<file path="src/rtl/ice51_loader_if.sv">
`default_nettype none
`timescale 1ns/1ps
// ============================================================================
// Module      : ice51_loader_if
// Description : Program-memory write port from the boot loader to the core.
// Revision    : 1.0 - initial release
// ============================================================================
interface ice51_loader_if #(
    parameter int AW = 9
);
    logic [AW-1:0] o_mem_addr;
    logic [7:0]    o_mem_data;
    logic          o_mem_we;
    logic          o_load_done;
    logic          o_frame_err;

    modport master (
        output o_mem_addr,
        output o_mem_data,
        output o_mem_we,
        output o_load_done,
        output o_frame_err
    );

    modport slave (
        input o_mem_addr,
        input o_mem_data,
        input o_mem_we,
        input o_load_done,
        input o_frame_err
    );
endinterface
`default_nettype wire

</file>
<file path="src/rtl/ice51_loader.sv">
`default_nettype none
`timescale 1ns/1ps
// ============================================================================
// Module      : ice51_loader
// Description : 8N1 UART receiver that fills program memory from address 0
//               and releases the core once MEM_SIZE bytes are stored.
// Revision    : 1.0 - initial release
// ============================================================================
module ice51_loader #(
    parameter int CLKS_PER_BIT = 104,
    parameter int MEM_SIZE     = 512,
    parameter int AW           = 9
) (
    input  wire logic      i_clk,
    input  wire logic      i_rst,
    input  wire logic      i_uart_rx,
    ice51_loader_if.master mem
);

    localparam int            CW          = (CLKS_PER_BIT > 2) ? $clog2(CLKS_PER_BIT) : 1;
    localparam logic [CW-1:0] C_HALF      = CW'(CLKS_PER_BIT / 2 - 1);
    localparam logic [CW-1:0] C_FULL      = CW'(CLKS_PER_BIT - 1);
    localparam logic [AW-1:0] C_LAST_ADDR = AW'(MEM_SIZE - 1);

    typedef enum logic [2:0] {
        S_IDLE    = 3'd0,
        S_START   = 3'd1,
        S_DATA    = 3'd2,
        S_STOP    = 3'd3,
        S_RECOVER = 3'd4,
        S_DONE    = 3'd5
    } state_t;

    logic          r_rx_meta;
    logic          r_rx_s;
    state_t        r_state,      w_state_nxt;
    logic [CW-1:0] r_cnt,        w_cnt_nxt;
    logic [2:0]    r_bit_idx,    w_bit_idx_nxt;
    logic [7:0]    r_shift,      w_shift_nxt;
    logic [AW-1:0] r_mem_addr,   w_mem_addr_nxt;
    logic [7:0]    r_mem_data,   w_mem_data_nxt;
    logic          r_mem_we,     w_mem_we_nxt;
    logic          r_load_done,  w_load_done_nxt;
    logic          r_frame_err,  w_frame_err_nxt;
    logic          w_expired;

    // Line idles high, so both synchroniser stages reset to 1 to avoid a false start.
    always_ff @(posedge i_clk or posedge i_rst) begin
        if (i_rst) begin
            r_rx_meta <= 1'b1;
            r_rx_s    <= 1'b1;
        end else begin
            r_rx_meta <= i_uart_rx;
            r_rx_s    <= r_rx_meta;
        end
    end

    always_ff @(posedge i_clk or posedge i_rst) begin
        if (i_rst) begin
            r_state     <= S_IDLE;
            r_cnt       <= '0;
            r_bit_idx   <= '0;
            r_shift     <= '0;
            r_mem_addr  <= '0;
            r_mem_data  <= '0;
            r_mem_we    <= 1'b0;
            r_load_done <= 1'b0;
            r_frame_err <= 1'b0;
        end else begin
            r_state     <= w_state_nxt;
            r_cnt       <= w_cnt_nxt;
            r_bit_idx   <= w_bit_idx_nxt;
            r_shift     <= w_shift_nxt;
            r_mem_addr  <= w_mem_addr_nxt;
            r_mem_data  <= w_mem_data_nxt;
            r_mem_we    <= w_mem_we_nxt;
            r_load_done <= w_load_done_nxt;
            r_frame_err <= w_frame_err_nxt;
        end
    end

    assign w_expired = (r_cnt == '0);

    always_comb begin
        w_state_nxt     = r_state;
        w_cnt_nxt       = w_expired ? r_cnt : r_cnt - CW'(1);
        w_bit_idx_nxt   = r_bit_idx;
        w_shift_nxt     = r_shift;
        w_mem_addr_nxt  = r_mem_addr;
        w_mem_data_nxt  = r_mem_data;
        w_mem_we_nxt    = 1'b0;
        w_load_done_nxt = r_load_done;
        w_frame_err_nxt = r_frame_err;

        // Address advances the cycle after the strobe; the final byte stays at MEM_SIZE-1.
        if (r_mem_we && (r_state != S_DONE)) begin
            w_mem_addr_nxt = r_mem_addr + AW'(1);
        end

        case (r_state)
            S_IDLE: begin
                if (!r_rx_s) begin
                    w_cnt_nxt   = C_HALF;
                    w_state_nxt = S_START;
                end
            end
            S_START: begin
                if (w_expired) begin
                    if (r_rx_s) begin
                        w_state_nxt = S_IDLE;
                    end else begin
                        w_cnt_nxt     = C_FULL;
                        w_bit_idx_nxt = '0;
                        w_state_nxt   = S_DATA;
                    end
                end
            end
            S_DATA: begin
                if (w_expired) begin
                    w_shift_nxt   = {r_rx_s, r_shift[7:1]};
                    w_cnt_nxt     = C_FULL;
                    w_bit_idx_nxt = r_bit_idx + 3'd1;
                    if (r_bit_idx == 3'd7) begin
                        w_state_nxt = S_STOP;
                    end
                end
            end
            S_STOP: begin
                if (w_expired) begin
                    if (r_rx_s) begin
                        w_mem_data_nxt = r_shift;
                        w_mem_we_nxt   = 1'b1;
                        if (r_mem_addr == C_LAST_ADDR) begin
                            w_load_done_nxt = 1'b1;
                            w_state_nxt     = S_DONE;
                        end else begin
                            w_state_nxt = S_IDLE;
                        end
                    end else begin
                        w_frame_err_nxt = 1'b1;
                        w_state_nxt     = S_RECOVER;
                    end
                end
            end
            S_RECOVER: begin
                // A held-low line (break) must not be taken as the next start bit.
                if (r_rx_s) begin
                    w_state_nxt = S_IDLE;
                end
            end
            S_DONE: begin
                w_state_nxt = S_DONE;
            end
            default: begin
                w_state_nxt = S_IDLE;
            end
        endcase
    end

    assign mem.o_mem_addr  = r_mem_addr;
    assign mem.o_mem_data  = r_mem_data;
    assign mem.o_mem_we    = r_mem_we;
    assign mem.o_load_done = r_load_done;
    assign mem.o_frame_err = r_frame_err;

endmodule
`default_nettype wire

</file>
<file path="src/flat_wrapper.sv">
// flat-port wrapper written by rule: the top's interface ports become plain ports
module ice51_loader_flat 
#(
    parameter int CLKS_PER_BIT = 104,
    parameter int MEM_SIZE     = 512,
    parameter int AW           = 9
)
  (i_clk, i_rst, i_uart_rx, mem_o_mem_addr, mem_o_mem_data, mem_o_mem_we, mem_o_load_done, mem_o_frame_err);
  ice51_loader_if #(.AW(AW)) mem_i ();
  input  wire logic i_clk;
  input  wire logic i_rst;
  input  wire logic i_uart_rx;
  output wire logic [$bits(mem_i.o_mem_addr)-1:0] mem_o_mem_addr;
  output wire logic [$bits(mem_i.o_mem_data)-1:0] mem_o_mem_data;
  output wire logic [$bits(mem_i.o_mem_we)-1:0] mem_o_mem_we;
  output wire logic [$bits(mem_i.o_load_done)-1:0] mem_o_load_done;
  output wire logic [$bits(mem_i.o_frame_err)-1:0] mem_o_frame_err;
  assign mem_o_mem_addr = mem_i.o_mem_addr;
  assign mem_o_mem_data = mem_i.o_mem_data;
  assign mem_o_mem_we = mem_i.o_mem_we;
  assign mem_o_load_done = mem_i.o_load_done;
  assign mem_o_frame_err = mem_i.o_frame_err;
  ice51_loader #(.CLKS_PER_BIT(CLKS_PER_BIT), .MEM_SIZE(MEM_SIZE), .AW(AW)) u_core (.i_clk(i_clk), .i_rst(i_rst), .i_uart_rx(i_uart_rx), .mem(mem_i));
endmodule
</file>
<file path="config.mk">
export PLATFORM = sky130hd
export DESIGN_NAME = ice51_loader_flat
export DESIGN_NICKNAME = d
export VERILOG_FILES = /design/src/rtl/ice51_loader_if.sv /design/src/rtl/ice51_loader.sv /design/src/flat_wrapper.sv
export SDC_FILE = /design/constraint.sdc
export NUM_CORES = 1
export LEC_CHECK = 0
export CAP_MARGIN = 5
export CORE_MARGIN = 2
export CORE_UTILIZATION = 45
export DETAILED_ROUTE_END_ITERATION = 16
export GPL_ROUTABILITY_DRIVEN = 0
export GPL_TIMING_DRIVEN = 0
export PLACE_DENSITY = 0.76
export REMOVE_ABC_BUFFERS = 1
export SETUP_SLACK_MARGIN = 0.5
export SYNTH_ARGS = -nofsm -noshare
export SYNTH_HDL_FRONTEND = slang
export SYNTH_SLANG_ARGS = --single-unit
export TNS_END_PERCENT = 100
</file>
<file path="constraint.sdc">
create_clock -name i_clk -period 2.8 [get_ports i_clk]
set_input_delay 0.28 -clock i_clk [delete_from_list [all_inputs] [get_ports i_clk]]
set_output_delay 0.28 -clock i_clk [all_outputs]
set_load 0.02 [all_outputs]
</file>
==> qor.csv, run 1 <==
stage,metric,value,unit
outcome,status,"finished, final reports clean",
timing,min_period,2.19,ns
place,place_area,2360,um2
place,hpwlAfterDp,2570,um
critical_path,cp-end-kind,flip-flop,
routing,wire_per_inst,14.9,um
critical_path,reg2reg_from,u_core.r_cnt[4],
clock_network,cts_buffers,5,
yosys,avgSynthCellArea,11.9,um2
timing,rsz0062_at_grt,no,
critical_path,critPathCapture,u_core.r_cnt[0],
critical_path,crit_start,u_core.r_cnt[4],
global_route,antenna_found_initial,0,
yosys,syn-cell-area,2100,um2
power_and_ir_drop,power.density,458,nW/um2
yosys,synth_xor_xnor_area_share,3.75,%
global_route,grt_pass1_wl,6600,um
yosys,synth_top_family_by_area,simple AND/OR/NAND/NOR gates,
yosys,synth_simple_gate_area_share,18.1,%
yosys,synth-adder-area-share,4.17,%
routing,detail_route.vias_per_cell,5.63,
global_route,grt_remaining_overflow,0,
timing,relSlewSlack,42.2,%
die,io_pins,23,
layout,instances_no_fill,254,
routing,drc_errors,0,
routing,dr.pass1.iters,4,
critical_path,crit_arrival,2.37,ns
timing,fin_skew,0.00811,ns
worst_hold_path,whs_path_depth,0,
yosys,synthMuxAreaShare,11.0,%
timing,fmax,0.456,GHz
clock_network,clkLatencyLatePin,0.30,ns
layout,layout-drive-gt1-share,19.8,%
global_route,grt_max_degree,44,
yosys,synth-edff-count,0,
yosys,netlist_top_cells_count,"41 x dfrtp_1, 14 x nand2_1, 11 x nor2_1, 10 x a21oi_1, 9 x mux2_2",
global_route,grt_pass1_vias,1363,
critical_path,cp-start-kind,flip-flop,
worst_hold_path,hp-class,reg -> reg,
timing,drv_slew,0,
flow_run,cap_violations,0,
place,io_buffers,22,
clock_network,cts_root_buf,clkbuf_8,
clock_network,hold_buffers,0,
timing,finalSetupTns,0,ns
timing,period_share,78.2,%
clock_network,path_clk_slew,0.08,ns
die,initial_core_util,47.6,%
die,die_x,72.3,um
clock_network,clock_sinks,43,
layout,diodes,0,
yosys,synth_ff_type,dfrtp_1,
yosys,synth.area.top_cells,"dfrtp_1 49%, mux2_4 5.7%, mux2_2 4.8%",
yosys,synthDominantCellAreaShare,48.9,%
yosys,netlist_instances,177,
clock_network,clock_tree.buffer_depth,2,
timing,finalHoldViolations,0,
critical_path,critPathKind,reg -> reg,
yosys,yosysSeqAreaShare,51.4,%
clock_network,cts_tree,done,
layout,area_delta_synth_final,18.1,%
timing,setup_violations,0,
yosys,ys_ff_latch,43,
layout,fin_area,2480,um2
yosys,synth_cell_types,46,
timing,tightestPinTransition,0.865,ns
layout,fill_cells,372,
critical_path,rrSetupSlack,0.61,ns
global_route,track_usage,16.6,%
yosys,yosysMostFrequentCell,dfrtp_1,
layout,final_core_util,56.2,%
die,dieHeight,72.3,um
routing,drtIter0Drc,91,
routing,vias,1429,
critical_path,crit_fanout,8,
place,dpl.cell_count,246,
critical_path,reg2regPathDepth,6,
yosys,async_flop_share,100,%
routing,wirelength,3790,um
power_and_ir_drop,p_leak,0.00117,uW
yosys,synth_compound_area_share,8.94,%
clock_network,cts_max_level,2,
die,core,4410,um2
die,die-area,5230,um2
yosys,yosysWarnings,0,
clock_network,post-cts-setup-buffer-count,0,
die,fp-row-count,24,
power_and_ir_drop,ir_drop,0.348,mV
routing,drtAntennaViolNets,0,
critical_path,crit_required,2.98,ns
yosys,yosys.area.top_type,dfrtp_1,
layout,final_nets,211,
critical_path,worstReg2RegEnd,u_core.r_cnt[0],
## cells by family (layout without fill, tap and decap cells)
group / after synthesis / in the layout
muxes: 18 / 18
and+or+nand+nor: 59 / 59
adders and majority gates: 7 / 7
buffers and inverters: 13 / 38
xor gates and xnor gates: 9 / 9
DFF: 43 / 43
AOI/OAI and AO/OA: 28 / 28
## layout make-up
cell class / count / area, um2 / share of cell area [%]
multi-input cells: 121 / 970 / 39.1
inverters: 8 / 30.0 / 1.21
repair buffers: 22 / 220 / 8.88
clock buffers: 5 / 68.8 / 2.77
clock inverters: 3 / 47.5 / 1.92
well taps: 52 / 65.1 / 2.62
flip-flops and latches: 43 / 1080 / 43.5
## how the worst min path moves through the flow
stage / slack, ns / endpoint / from
6_report: 0.36 / u_core.r_rx_s / u_core.r_rx_meta
5_1_grt: 0.37 / u_core.r_rx_meta / i_uart_rx
4_1_cts: 0.36 / u_core.r_rx_s / u_core.r_rx_meta
3_5_place_dp: 0.35 / u_core.r_rx_s / u_core.r_rx_meta
3_3_place_gp: 0.35 / u_core.r_rx_s / u_core.r_rx_meta
2_1_floorplan: 0.28 / u_core.r_rx_meta / i_uart_rx
## where the power goes
| part | leakage [uW] | internal [uW] | switching (uW) |
|---|---|---|---|
| Clock | 0.0000587 | 270 | 223 |
| Combinational | 0.000534 | 3.49 | 14.7 |
| Sequential | 0.000579 | 623 | 1.80 |
## what timing repair did
action | CTS | global route
gates resized for setup | 0 | 1
endpoints found under the hold margin | 0 | 0
endpoints found under the setup margin | 0 | 8
## through the flow
| step | hold WS, ns | total power (uW) | worst slack [ns] |
|---|---|---|---|
| after floorplan | 0.284 | 649 | 0.800 |
| after global placement | 0.347 | 656 | 0.643 |
| after detailed placement | 0.351 | 656 | 0.629 |
| after CTS | 0.363 | 1150 | 0.618 |
| after global routing | 0.370 | 1190 | 0.519 |
| final | 0.360 | 1140 | 0.609 |
## worst max-delay path: stages, from the launching register on
cell,delay [ns]
dfrtp_1,0.45
or4_4,0.61
nor2_8,0.18
inv_2,0.13
ha_1,0.32
o32ai_1,0.28
a21oi_1,0.10
## sequential cells by signal, indices dropped and copies added, names as in the netlist
register	flops
u_core.mem.o_load_done	1
u_core.mem.o_mem_we	1
u_core.r_cnt	7
u_core.r_shift	8
u_core.mem.o_frame_err	1
u_core.mem.o_mem_addr	9
u_core.mem.o_mem_data	8
u_core.r_rx_s	1
u_core.r_rx_meta	1
u_core.r_state	3
u_core.r_bit_idx	3
## cells in the final DEF (no fill, tap or decap), types with 6 or more instances in the layout
cell,instances
inv_1,6
mux2_2,9
xnor2_1,7
a21oi_1,10
dfrtp_1,41
ha_1,7
nand2_1,14
nor2_1,11
clkdlybuf4s50_1,22
mux2_4,8
## layer usage
metal,up-vias,wire [um],global-route usage (%)
li1,682,-,-
met4,0,65,7.34
met3,6,199,4.86
met1,698,1810,23.6
met2,43,1710,23.6
met5,-,0,0
Power figures use the tool's default switching activity.
==> inputs of run 2 (changes only) <==
==> constraint.sdc (replaced) <==
create_clock -name i_clk -period 2.3 [get_ports i_clk]
set_input_delay 0.23 -clock i_clk [delete_from_list [all_inputs] [get_ports i_clk]]
set_output_delay 0.23 -clock i_clk [all_outputs]
set_load 0.02 [all_outputs]
==> qor.csv, run 2 (synthesis gave the netlist of run 1 again) <==
stage,metric,value,unit
worst_hold_path,hp-class,in -> reg,
die,core,4410,um2
place,dpl.cell_count,246,
timing,finalHoldViolations,0,
routing,vias,1552,
clock_network,cts_root_buf,clkbuf_8,
critical_path,crit_fanout,8,
timing,min_period,1.89,ns
clock_network,clkLatencyLatePin,0.30,ns
timing,period_share,82.4,%
global_route,grt_pass1_vias,1502,
timing,finalSetupTns,0,ns
power_and_ir_drop,ir_drop,0.423,mV
die,initial_core_util,47.6,%
layout,multi_input_area,1020,um2
layout,area_delta_synth_final,29.8,%
die,die_x,72.3,um
critical_path,cp-end-kind,flip-flop,
timing,relSlewSlack,41.5,%
clock_network,cts_max_level,2,
layout,largest_reg_flops,9,
routing,wire_per_inst,15.9,um
layout,final_nets,233,
routing,wirelength,4390,um
layout,fill_cells,356,
global_route,grt_remaining_overflow,0,
layout,seqCellArea,1080,um2
layout,final_cell_mix,"38 x dfrtp_1, 22 x clkdlybuf4s50_1, 18 x buf_4",
layout,layout-drive-gt1-share,32.6,%
place,hpwlAfterDp,2570,um
layout,instances_no_fill,276,
clock_network,path_clk_slew,0.09,ns
routing,dr.pass1.iters,4,
layout,diodes,0,
routing,detail_route.vias_per_cell,5.62,
clock_network,hold_buffers,0,
timing,tightestPinTransition,0.877,ns
outcome,status,"finished, final reports clean",
die,io_pins,23,
power_and_ir_drop,power.density,510,nW/um2
routing,drc_errors,0,
global_route,track_usage,18.4,%
timing,rsz0062_at_grt,yes,
timing,drv_slew,0,
global_route,grt_max_degree,44,
place,io_buffers,22,
clock_network,clock_sinks,43,
timing,setup_violations,0,
critical_path,crit_arrival,2.09,ns
power_and_ir_drop,p_leak,0.00128,uW
die,dieHeight,72.3,um
critical_path,cp-start-kind,flip-flop,
clock_network,clock_tree.buffer_depth,2,
clock_network,cts_tree,done,
timing,fin_skew,0.00739,ns
routing,drtAntennaViolNets,0,
timing,timing.final.ws_setup,0.406,ns
critical_path,crit_required,2.49,ns
flow_run,cap_violations,0,
die,die-area,5230,um2
place,pre_cts_ws,0.129,ns
die,fp-row-count,24,
routing,drtIter0Drc,107,
timing,fmax,0.528,GHz
layout,final_common_cell,dfrtp_1,
clock_network,cts_buffers,5,
global_route,grt_pass1_wl,7290,um
critical_path,critPathKind,reg -> reg,
global_route,antenna_found_initial,0,
[run 2: changes by cell type in the layout (fill, tap and decap cells not counted), moves of 2 or more]
cell / previous run / this run
dfrtp_1: 41 / 38
ha_1: 7 / 5
ha_4: 0 / 2
buf_4: 0 / 18
inv_1: 6 / 4
buf_6: 0 / 4
dfrtp_2: 0 / 3
[run 2: critical path, stage by stage (launching register included)]
cell and delay (ns):
dfrtp_2 0.42, buf_6 0.12, nor4_4 0.35, nand3_2 0.12
or3_4 0.44, mux2_4 0.33
[run 2: where the power goes]
group / internal, uW / switching, uW
registers: 758 / 2.24
clock network: 329 / 276
logic: 4.25 / 18.4
total: 1090 / 297
[run 2: metrics by stage]
step                      hold WS (ns)  utilization (%)  power [uW]  cell area, um2
after detailed placement         0.351             53.4         799            2360
after global routing             0.320             61.7        1450            2730
after floorplan                  0.234                -         790            2070
after CTS                        0.322             59.2        1400            2620
after global placement           0.347             53.4         799            2360
final                            0.332             61.7        1390            2730
[run 2: final timing paths]
check                                       from                        to  slack (ns)  depth (start not counted)
worst max-delay path             u_core.r_cnt[4]  u_core.mem.o_mem_data[2]        0.41                          5
worst min-delay path                   i_uart_rx          u_core.r_rx_meta        0.33                          1
worst max register to register   u_core.r_cnt[4]  u_core.mem.o_mem_data[2]        0.41                          5
worst min register to register  u_core.r_rx_meta             u_core.r_rx_s        0.36                          0
max in group asynchronous                  i_rst           u_core.r_cnt[4]        1.27                          2
min in group asynchronous                  i_rst  u_core.mem.o_mem_addr[4]        0.43                          2
[run 2: repair_timing]
action | in CTS | in global routing
buffers inserted | 13 | 9
resized for setup | 10 | 13
pin swaps | 5 | 9
setup endpoints to repair | 22 | 25
[run 2: per-layer routing]
| layer | vias up | wire length, um | GRT usage [%] | part of all wire [%] |
|---|---|---|---|---|
| met5 | - | 0 | 0 | 0 |
| met4 | 0 | 85 | 8.18 | 1.9 |
| met3 | 11 | 186 | 4.86 | 4.2 |
| met2 | 43 | 2090 | 27.9 | 48 |
| met1 | 769 | 2030 | 24.7 | 46 |
| li1 | 729 | - | - | - |
[run 2: layout make-up]
type,count,area share (%)
clock inverter,3,1.74
multi-input combinational,121,37.6
inverter,8,1.38
tap,52,2.39
timing repair buffer,44,14.7
sequential,43,39.7
clock buffer,5,2.53
